`config.mk`:
```
export PLATFORM = sky130hd
export DESIGN_NAME = fifo_rd_stream
export DESIGN_NICKNAME = d
export VERILOG_FILES = /design/src/rtl/fifo_rd_stream.sv
export SDC_FILE = /design/constraint.sdc
export NUM_CORES = 1
export LEC_CHECK = 0
export ABC_CLOCK_PERIOD_IN_PS = 2100
export CORE_MARGIN = 4
export CORE_UTILIZATION = 49
export CTS_CLUSTER_DIAMETER = 60
export CTS_CLUSTER_SIZE = 24
export DETAILED_ROUTE_END_ITERATION = 12
export GPL_TIMING_DRIVEN = 0
export PLACE_DENSITY = 0.87
export SLEW_MARGIN = 40
export SYNTH_ARGS = -nofsm -noshare
export SYNTH_HDL_FRONTEND = slang
export SYNTH_SLANG_ARGS = --single-unit
```
`constraint.sdc`:
```
create_clock -name clk -period 2.1 [get_ports clk]
set_clock_uncertainty 0.15 [all_clocks]
set_input_delay 0.315 -clock clk [delete_from_list [all_inputs] [get_ports clk]]
set_output_delay 0.315 -clock clk [all_outputs]
set_load 0.03 [all_outputs]
```
`src/rtl/fifo_rd_stream.sv`:
```
// fifo_rd_stream: read-side adapter that pops words from a sync FIFO
// (empty/rd_en/rd_data) and presents them as a valid/ready stream through a
// 2-entry prefetch buffer, marking every PKT_LEN-th beat with m_last.
// Supports combinational (RD_LATENCY=0) and registered (RD_LATENCY=1) FIFO reads.
// Optional macro FIFO_RD_STREAM_STALL_CNT_EN adds a saturating stall_cnt output.
module fifo_rd_stream #(
   parameter int DATA_WIDTH = 8,
   parameter int RD_LATENCY = 0,
   parameter int PKT_LEN    = 4,
   parameter int CNT_WIDTH  = $clog2(PKT_LEN + 1)
) (
   input  logic                  clk,
   input  logic                  rst,
   input  logic                  flush,
   input  logic                  fifo_empty,
   input  logic [DATA_WIDTH-1:0] fifo_rd_data,
   output logic                  fifo_rd_en,
   output logic                  m_valid,
   input  logic                  m_ready,
   output logic [DATA_WIDTH-1:0] m_data,
   output logic                  m_last
`ifdef FIFO_RD_STREAM_STALL_CNT_EN
   ,
   output logic [15:0]           stall_cnt
`endif
);

   localparam logic [CNT_WIDTH-1:0] LAST_BEAT = CNT_WIDTH'(PKT_LEN - 1);

   logic [DATA_WIDTH-1:0] mem_q [2];
   logic [DATA_WIDTH-1:0] mem_d [2];
   logic                  headPtr_q, headPtr_d;
   logic [1:0]            occ_q, occ_d;
   logic                  inflight_q, inflight_d;
   logic [CNT_WIDTH-1:0]  bcnt_q, bcnt_d;

   logic                  wrEn;
   logic                  handshake;
   logic                  tailPtr;
   logic                  hasRoom;

   // Pop whenever the FIFO has data and the buffer plus any outstanding read leaves a free slot;
   // m_ready is deliberately kept out of this so there is no ready-to-rd_en combinational path.
   always_comb begin
      hasRoom    = ({1'b0, occ_q} + {2'b00, inflight_q}) < 3'd2;
      fifo_rd_en = !rst && !flush && !fifo_empty && hasRoom;
      wrEn       = (RD_LATENCY == 0) ? fifo_rd_en : inflight_q;
      tailPtr    = headPtr_q ^ occ_q[0];
   end

   // Stream outputs come straight from the buffer head and are forced quiet while reset is held.
   always_comb begin
      m_valid   = !rst && (occ_q != 2'd0);
      m_data    = rst ? '0 : mem_q[headPtr_q];
      m_last    = m_valid && (bcnt_q == LAST_BEAT);
      handshake = m_valid && m_ready;
   end

   // Next state: retire the head on a handshake, append returning read data at the tail, flush clears.
   always_comb begin
      mem_d      = mem_q;
      headPtr_d  = headPtr_q;
      bcnt_d     = bcnt_q;
      inflight_d = (RD_LATENCY == 1) ? fifo_rd_en : 1'b0;
      occ_d      = occ_q + {1'b0, wrEn} - {1'b0, handshake};
      if (handshake) begin
         headPtr_d = ~headPtr_q;
         bcnt_d    = (bcnt_q == LAST_BEAT) ? '0 : bcnt_q + CNT_WIDTH'(1);
      end
      if (wrEn) begin
         mem_d[tailPtr] = fifo_rd_data;
      end
      if (flush) begin
         occ_d      = 2'd0;
         inflight_d = 1'b0;
         bcnt_d     = '0;
      end
   end

   // State register with synchronous reset.
   always_ff @(posedge clk) begin
      if (rst) begin
         mem_q[0]   <= '0;
         mem_q[1]   <= '0;
         headPtr_q  <= 1'b0;
         occ_q      <= 2'd0;
         inflight_q <= 1'b0;
         bcnt_q     <= '0;
      end else begin
         mem_q      <= mem_d;
         headPtr_q  <= headPtr_d;
         occ_q      <= occ_d;
         inflight_q <= inflight_d;
         bcnt_q     <= bcnt_d;
      end
   end

`ifdef FIFO_RD_STREAM_STALL_CNT_EN
   logic [15:0] stallCnt_q;

   // Count cycles where a word waits on downstream, saturating rather than wrapping.
   always_ff @(posedge clk) begin
      if (rst || flush) begin
         stallCnt_q <= 16'd0;
      end else if (m_valid && !m_ready && (stallCnt_q != 16'hFFFF)) begin
         stallCnt_q <= stallCnt_q + 16'd1;
      end
   end

   assign stall_cnt = stallCnt_q;
`endif

endmodule
```
## Word level (Yosys, flattened, before mapping)

Index checks and enable logic that the tools add are counted.

| storage, ports and cells | value |
|---|---|
| word-level logic and storage cells | 37 |
| output and inout port bits | 11 |
| bits in registers | 22 |

| cells by class | value |
|---|---|
| muxes and demuxes | 8 |
| bitwise gates (word level) | 4 |
| add/sub/neg operators | 3 |
| $lt $le $gt $ge | 4 |
| equality and inequality tests | 1 |
| reductions and logical operators | 12 |

Operator list:

| cell | number |
|---|---|
| $mux 8 | 5 |
| $bwmux 16 | 1 |
| $demux 8 s1 | 1 |
| $logic_and 1x1->1 | 7 |
| $ge 2x2->1 const B | 2 |
| $not 1->2 | 2 |
| $add 3x1->3 const B | 1 |
| $eq 3x2->1 const B | 1 |
| $logic_not 1->1 | 3 |
| $mux 3 | 1 |
| $add 2x1->2 | 1 |
| $lt 2x1->1 const B | 1 |
| $lt 2x2->1 const B | 1 |
| $reduce_bool 2->1 | 1 |
| $reduce_or 2->1 | 1 |
| $sub 2x1->2 | 1 |
| $not 1->1 | 1 |
| $xor 1x1->1 | 1 |

## Depth between registers and ports, before layout

Gate-level depths: netlist (run 1).

| depth | value |
|---|---|
| depth after elaboration | 7 |
| gate-level depth with buffers | 9 |

## Least setup slack after synthesis (run 1)

No wires, ideal clock.

| timing | value |
|---|---|
| path type | input to register |
| start point | in rst |
| end point | reg occ_q[1] |
| data arrival time | 1756 ps |
| required time | 1872 ps |
| setup slack | 116 ps |
| setup time | 78 ps |
| cell stages on the path | 9 |
| buffers on the path | 1 |
| cell sequence | clkbuf_1 > o21bai_1 > nor2_1 > ha_1 > inv_1 > ha_1 > xor2_1 > and2_1 > nor3_1 |

RTL lines:

| element | RTL line | RTL |
|---|---|---|
| start, declared | 13 | `input logic rst,` |
| $logic_not 1->1 | 53 | `m_valid = !rst && (occ_q != 2'd0);` |
| $logic_and 1x1->1 | 53 |  |
| $logic_and 1x1->1 | 56 | `handshake = m_valid && m_ready;` |
| net handshake | 38 | `logic handshake;` |
| $sub 2x1->2 | 65 | `occ_d = occ_q + {1'b0, wrEn} - {1'b0, handshake};` |
| end signal, assigned | 86 | `occ_q <= 2'd0;` |
| end signal, assigned | 92 | `occ_q <= occ_d;` |
| end, declared | 33 | `logic [1:0] occ_q, occ_d;` |

The timed path passes the listed nets, and every way through them passes these cells.
A chain may end at the register's enable or synchronous reset.

## Worst setup path in the final report (run 1)

| timing | value |
|---|---|
| start point | in fifo_empty |
| end point | out fifo_rd_en |

| on the way | value |
|---|---|
| longest elaborated chain between the ends | 3 |

Ends and longest elaborated chain:

| element | RTL line | RTL |
|---|---|---|
| start, declared | 15 | `input logic fifo_empty,` |
| $logic_not 1->1 | 46 | `fifo_rd_en = !rst && !flush && !fifo_empty && hasRoom;` |
| $logic_and 1x1->1 (2 in series) | 46 |  |
| end, declared | 17 | `output logic fifo_rd_en,` |

Every way passes these cells.

==> impl_summary.md, run 1 <==
Drt
The first-iteration detailed-routing DRC count is 45. The post-detailed-route DRC marker count is 0. After detailed routing, the number of vias per cell comes to 5.80. The first detailed-routing pass ran for 4 iterations. After detailed routing, the average wire length per cell comes to 15.0 um.

The total number of vias is 1050. After detailed routing, the total wire length is 2710 um. Once detail routing completed, the nets flagged for antenna violations numbered 0.

Yosys
The combined area of all synthesized cells is 1080 um2. The number of distinct library cells after synthesis is 29. The cell type contributing the most total cell area after synthesis is dfxtp_1. The Yosys warning count is 0.

The synthesized design contains 0 enable-type register cells. The portion of synthesized cell area occupied by the leading cell type is 40.8%. The most used flip-flop cell after synthesis is dfxtp_1. The average footprint of a synthesized cell is 8.44 um2. After technology mapping, the gate count stands at 128.

The number of synthesized register bits is 22. Counting every net in the synthesized netlist gives 144. The proportion of register bits with asynchronous set or reset after synthesis is 0%. The sequential-to-total area share from yosys stat is 40.8%. In the post-synthesis netlist, the biggest area contributors are dfxtp_1 (41%), a21oi_1 (9.3%), mux2i_1 (7.4%), nand3_1 (7.4%), o21ai_1 (7.4%).

Worst setup path
For this run, the slowest stage of the critical path takes 0.61 ns. The maximum fanout count along the critical path is 18. At the worst endpoint, the arrival time is 1.58 ns. Walking the worst path, the cells encountered are clkdlybuf4s50_1 > or4_4 > clkinv_8 > buf_8. For this design, the slowest cell found on the critical path is or4_4. STA classifies the critical path startpoint as an input pin. The worst setup path is captured at an output pin. At the worst endpoint, the required time is 1.63 ns. The critical path is of the input pin to output pin type.

GRT
The global router's overall resource usage is 20.5%. The layer flagged by global routing as most heavily used is met2. The first-pass GRT wire length is 4430 um. The maximum number of pins on one net before global-route repair is 19. The aggregate global routing overflow is 0.

Global routing consumed, on the met2 layer, 35.8% of the routing resources. In the global route stage, met3 resource usage came out at 3.22%. The number of antenna violations at the first check in global routing is 0. The number of global-route vias before repair was 992. For met1 alone, demand over resource in global routing was 24.6%.

Timing
The final-report max-slew violation count was 0. Setup repair after global routing left no endpoint under its margin. After layout, the worst path uses 97.2% of the clock period. The final number of setup-violating endpoints is 0. The normalized max-slew margin is 69.5%. Summed over all failing endpoints, the final setup total negative slack is 0 ns. Hold is met by 0.163 ns. For the pin with the worst max-slew slack, the measured transition is 0.458 ns. The post-layout minimum cycle time is 2.04 ns. The achievable frequency is 490 MHz. The number of hold violations in the final report is 0.

Pwr
In this run, the combinational gates consume 12.1% of the power. Net switching is 22.8% of the power. The overall power of the completed layout is 860 uW. Across the VDD grid, the largest voltage drop is 0.000316 V.

The share of power burned in registers is 49.9%. The portion of total power attributed to the clock network is 37.9%. Summed over all nets, the switching power comes to 196 uW. In this run the power density over the cells is 606 nW/um2.

The cell-internal power is 664 uW. Summed over all cells, the static leakage comes to 0.000525 uW.

Floorplan
The width of the chip is 54.9 um. The core area is 2020 um2. From bottom edge to top edge, the die measures 54.9 um. For this design the top-level I/O count stands at 24.

The number of core rows is 16. The starting utilization of the core area is 53.4%. The total die area is 3020 um2.

CTS
Buffers inserted during clock tree synthesis total 3. The TritonCTS clock tree is yes. Clock latency on the worst-skew pair, taken at its later pin, is 0.31 ns. The clock-pin slew on the worst setup and hold paths is 0.13 ns. The clock passes through at most 2 buffers. The maximum level of the CTS H-tree is 1. The number of sinks on the clock net is 22. The clock root buffer is clkbuf_4.

Finish
The signed area change from the synthesized netlist to the final layout is 31.5%. Cells fill 70.2% of the core in the end. The number of nets at the end of the flow is 171. In the final layout, the share of cells above drive strength 1 is 15.6%. Leaving out filler cells and counting taps, the final layout contains 181. The number of antenna repair diodes is 0.

The fill cell total of the finished layout is 159.

Placed design
The number of buffers added on ports is 23. At the end of routability-driven placement, the weighted congestion stood at 0.765. The sum of net half-perimeters after detailed placement is 1900 um. Once placement completed, the tool counted placed cells totaling 178.

Outcome
The run finished with clean final reports.

Job
The number of maximum-capacitance constraint violations is 0.

Hold path
The worst hold path belongs to the class input pin to register.
## registers in the layout, summed over array words and instances (netlist names)
| signal | cells |
|---|---|
| bcnt_q | 3 |
| occ_q | 2 |
| mem_q | 16 |
| headPtr_q | 1 |
## critical path: cells and delay by family
| kind | cells | cell delay [ns] |
|---|---|---|
| simple gates | 1 | 0.61 |
| buf+inv | 3 | 0.66 |
## power by group through the flow
stage	Sequential (uW)	Clock [uW]	Combinational, uW
2_1_floorplan	437	0	56.8
3_3_place_gp	438	0	101
3_5_place_dp	438	0	104
4_1_cts	429	325	102
5_1_grt	431	347	112
6_report	430	326	104
## path summary, 6_finish.rpt
kind / from / endpoint / slack, ns / cells after the start
worst max register to register: occ_q[0] / occ_q[1] / 0.22 / 8
worst min-delay path: flush / bcnt_q[2] / 0.16 / 4
worst min register to register: bcnt_q[2] / bcnt_q[2] / 0.29 / 2
worst max-delay path: fifo_empty / fifo_rd_en / 0.06 / 4
## synth_stat cells, types with 2 or more instances
cell,number
a21oi_1,20
ha_1,3
buf_2,4
inv_1,3
and2_1,2
nor2_1,12
mux2i_1,8
o21ai_1,16
nand3_1,16
clkbuf_1,2
o21ai_0,3
dfxtp_1,22
## through the flow
step / cell area (um2) / setup slack, ns
after floorplan: 1080 / 0.116
after global placement: 1340 / -0.671
after detailed placement: 1340 / -0.679
after CTS: 1400 / -0.0248
after global routing: 1420 / 0.0360
final: 1420 / 0.0581
## logic make-up (layout without fill, tap and decap cells)
kind of cell    after synthesis  after routing  share of synthesized area [%]
compound gates               40             40                           18.8
simple gates                 38             38                           17.7
flops                        22             22                           40.8
buf+inv                      14             40                           8.00
mux                           8              8                           7.42
fa+ha+maj                     3              3                           3.48
xor+xnor                      3              3                           3.82
## per-layer routing
metal | vias to the layer above | share of wire [%]
met5 | - | 0
met4 | 0 | 2.4
met3 | 9 | 6.7
met2 | 50 | 50
met1 | 487 | 41
li1 | 504 | -
## cell usage in the layout, fill, tap and decap left out, drive strengths merged, types with 2 or more instances in the layout
| master | instances |
|---|---|
| buf | 8 |
| inv | 4 |
| nand3 | 16 |
| nor2 | 12 |
| a21oi | 20 |
| clkdlybuf4s50 | 10 |
| ha | 3 |
| clkdlybuf4s15 | 9 |
| mux2i | 8 |
| dlymetal6s2s | 2 |
| o21ai | 19 |
| xor2 | 2 |
| and2 | 2 |
| clkbuf | 5 |
| dfxtp | 22 |
## layout make-up
class,instances,area (um2),share of cell area (%)
Buffer,7,48.8,3.44
Sequential cell,22,442,31.1
Inverter,5,31.3,2.20
Clock buffer,3,22.5,1.59
Tap cell,27,33.8,2.38
Multi-Input combinational cell,92,567,39.9
Clock inverter,1,30.0,2.11
Timing Repair Buffer,24,245,17.3
## repair_timing
action,CTS,global route
pin swaps,0,1
gates resized for setup,30,16
buffers inserted,0,1
hold buffers,0,0
setup endpoints to repair,13,11
Power figures use the tool's default switching activity.
==> run 2: changes to the inputs <==
ABC_CLOCK_PERIOD_IN_PS = 2200   (was 2100)
clock period = 2.2 ns   (was 2.1 ns; I/O delays follow)
==> impl_summary.md, run 2 (synthesis gave the netlist of run 1 again) <==
Floorplan
Once the floorplan was initialized, standard cells occupied 53.4% of the core. The width of the chip is 54.9 um. The vertical die dimension is 54.9 um. 24 I/O pins were placed. The region available for standard cell placement spans 2020 um2.

The number of core rows is 16. The total die area is 3020 um2.

Finish
In the final layout, the share of cells above drive strength 1 is 17.6%. The net count of the finished layout is 176. The register with the most flip-flops in the layout has 16 of them. The multi-input combinational cells in the finished layout cover a total of 574 um2.

The signed area change from the synthesized netlist to the final layout is 35.3%. In the layout the commonest cells are dfxtp_1 (21), a21oi_1 (20), nand3_1 (16), o21ai_1 (16). The number of antenna diodes in the final layout is 0. The final core area utilization is 72.3%.

The final non-filler cell area is 1460 um2. The largest registers in the layout are mem_q: 16 flops, bcnt_q: 3 flops, occ_q: 2 flops. The library cell used most frequently in the layout, excluding fill and tap cells, is dfxtp_1. mem_q holds more flip-flops than any other register.

The fill cell total of the finished layout is 155. Summing all flip-flop and latch instances after layout gives 442 um2.

Worst setup path
The endpoint arrival time on the critical path is 1.69 ns. The data required time of the worst path is 1.72 ns. Broken down by cell family, the worst path's largest delay share belongs to buffers and inverters. For the worst flop-to-flop path, the logic depth is 8. The cell with the largest stage delay on the worst path is or4_4. STA classifies the critical path startpoint as an input pin. Along the worst path, the maximum fanout reaches 11. In this run the number of cells on the critical path is 5.

The number of buffers and inverters on the critical path is 4. The critical path is of the input pin to output pin type. The signal on the critical path passes through clkdlybuf4s50_1 > or4_4 > clkinv_8 > buf_12 > buf_8. The largest single stage delay on the critical path is 0.61 ns. STA classifies the critical path endpoint as an output pin.

Drt
The detail-routed net length per standard cell is 15.2 um. The routed layout has 1076 vias. The post-detailed-route DRC marker count is 0. After detailed routing, the total wire length is 2830 um. The first-iteration detailed-routing DRC count is 47. The number of iterations in the first detailed-routing pass is 4. After detailed routing, the number of vias per cell comes to 5.78.

The number of nets with antenna violations after routing is 0.

Timing
Setup repair after global routing left no endpoint under its margin. The final hold slack is 0.183 ns. Setup slack closes at 0.0341 ns. The number of hold violations in the final report came to 0. For the pin with the worst max-slew slack, the measured transition is 0.457 ns. Setup violations remaining at the end of the flow were counted as 0. In this run the tightest slew margin relative to its limit is 69.6%. The final-report max-slew violation count is 0. Adding up every negative setup slack in the final design gives 0 ns. The routed design could run at a clock period as short as 2.17 ns. In the finished design, the share of the clock period the worst path needs comes to 98.4%. Based on the critical path, the design can be clocked at up to 462 MHz.

CTS
The root buffer cell chosen for the clock tree is clkbuf_4. The clock net in this run drives a total of 22 sinks. TritonCTS built the clock tree. The maximum level of the CTS H-tree is 1. The clock-pin slew on the worst setup and hold paths is 0.13 ns.

The post-cts hold buffer count is 0. Clock tree synthesis inserted a total of 3 buffers. The number of buffers on the longest clock path is 2. The latest clock arrival within the worst-skew pair is 0.31 ns.

Pwr
The power density relative to cell area is 565 nW/um2. VDD sags by at most 0.000310 V. For this design the static power due to leakage is 0.000572 uW.

GRT
The first global-routing pass estimated 4440 um of wire. The global router's overall resource usage is 20.2%. The number of global-route vias before repair is 993. The number of antenna violations at the first check in global routing is 0.

Entering global routing, the biggest net connects 14 pins. The aggregate global routing overflow is 0.

Outcome
The flow ran to the end, and the final reports show no timing, DRC or antenna violations.

Hold path
The path class of the lowest-slack min-delay path is input pin to register. Along the worst hold path, the cell count comes to 4.

Placed design
The sum of net half-perimeters after detailed placement is 1900 um. The number of buffers added on ports is 23. The worst slack at placement is -0.609 ns. In this run the cell area measured after placement is 1340 um2. Routability-driven placement finished with a final weighted congestion of 0.765.

Job
Max-cap violations in this run came to 0.
-- run 2: path summary, 6_finish.rpt --
| path | slack (ns) | to | from |
|---|---|---|---|
| setup / recovery | 0.03 | fifo_rd_en | fifo_empty |
| hold / removal | 0.18 | bcnt_q[2] | flush |
| hold reg to reg | 0.29 | bcnt_q[2] | bcnt_q[2] |
| setup reg to reg | 0.29 | occ_q[1] | occ_q[0] |
-- run 2: where the power goes --
part	leakage [uW]	total [uW]	switching, uW	internal [uW]
Sequential	0.000178	410	5.03	405
Combinational	0.000366	107	57.2	50.0
Clock	0.0000279	309	125	184
-- run 2: layout make-up --
type,count,area share (%)
clock buffers,3,1.54
multi-input cells,92,39.3
inverters,5,2.14
repair buffers,28,18.2
clock inverters,1,2.05
plain buffers,8,4.20
flip-flops and latches,22,30.2
well taps,27,2.31
-- run 2: timing repair --
action,in CTS,in global routing
pin swaps,0,1
setup buffers,0,5
endpoints found under the setup margin,12,12
resized for setup,25,10
-- run 2: per-layer routing --
metal  vias to the layer above  global-route usage, %  routed length (um)
met5                         -                      0                   0
met4                         0                   6.88                  56
met3                        10                   2.41                 198
met2                        45                   35.4                1390
met1                       506                   25.4                1180
li1                        515                      -                   -
-- run 2: worst reg2reg max path: stages, from the launching register on --
cell and delay (ns):
dfxtp_1 0.42, o21bai_4 0.25, nor2_2 0.06, ha_1 0.27, inv_1 0.04, ha_1 0.19
xor2_2 0.16, and2_1 0.16, nor3_1 0.12
-- run 2: through the flow --
stage / instances / power, uW
after global placement: 178 / 514
after CTS: 182 / 820
final: 186 / 826
after global routing: 186 / 852
after floorplan: 128 / 471
after detailed placement: 178 / 517
==> run 3: changes to the inputs <==
CAP_MARGIN = 20   (was default)
==> results of run 3 <==
No change in the layout: final DEF, timing and power equal those of run 2.
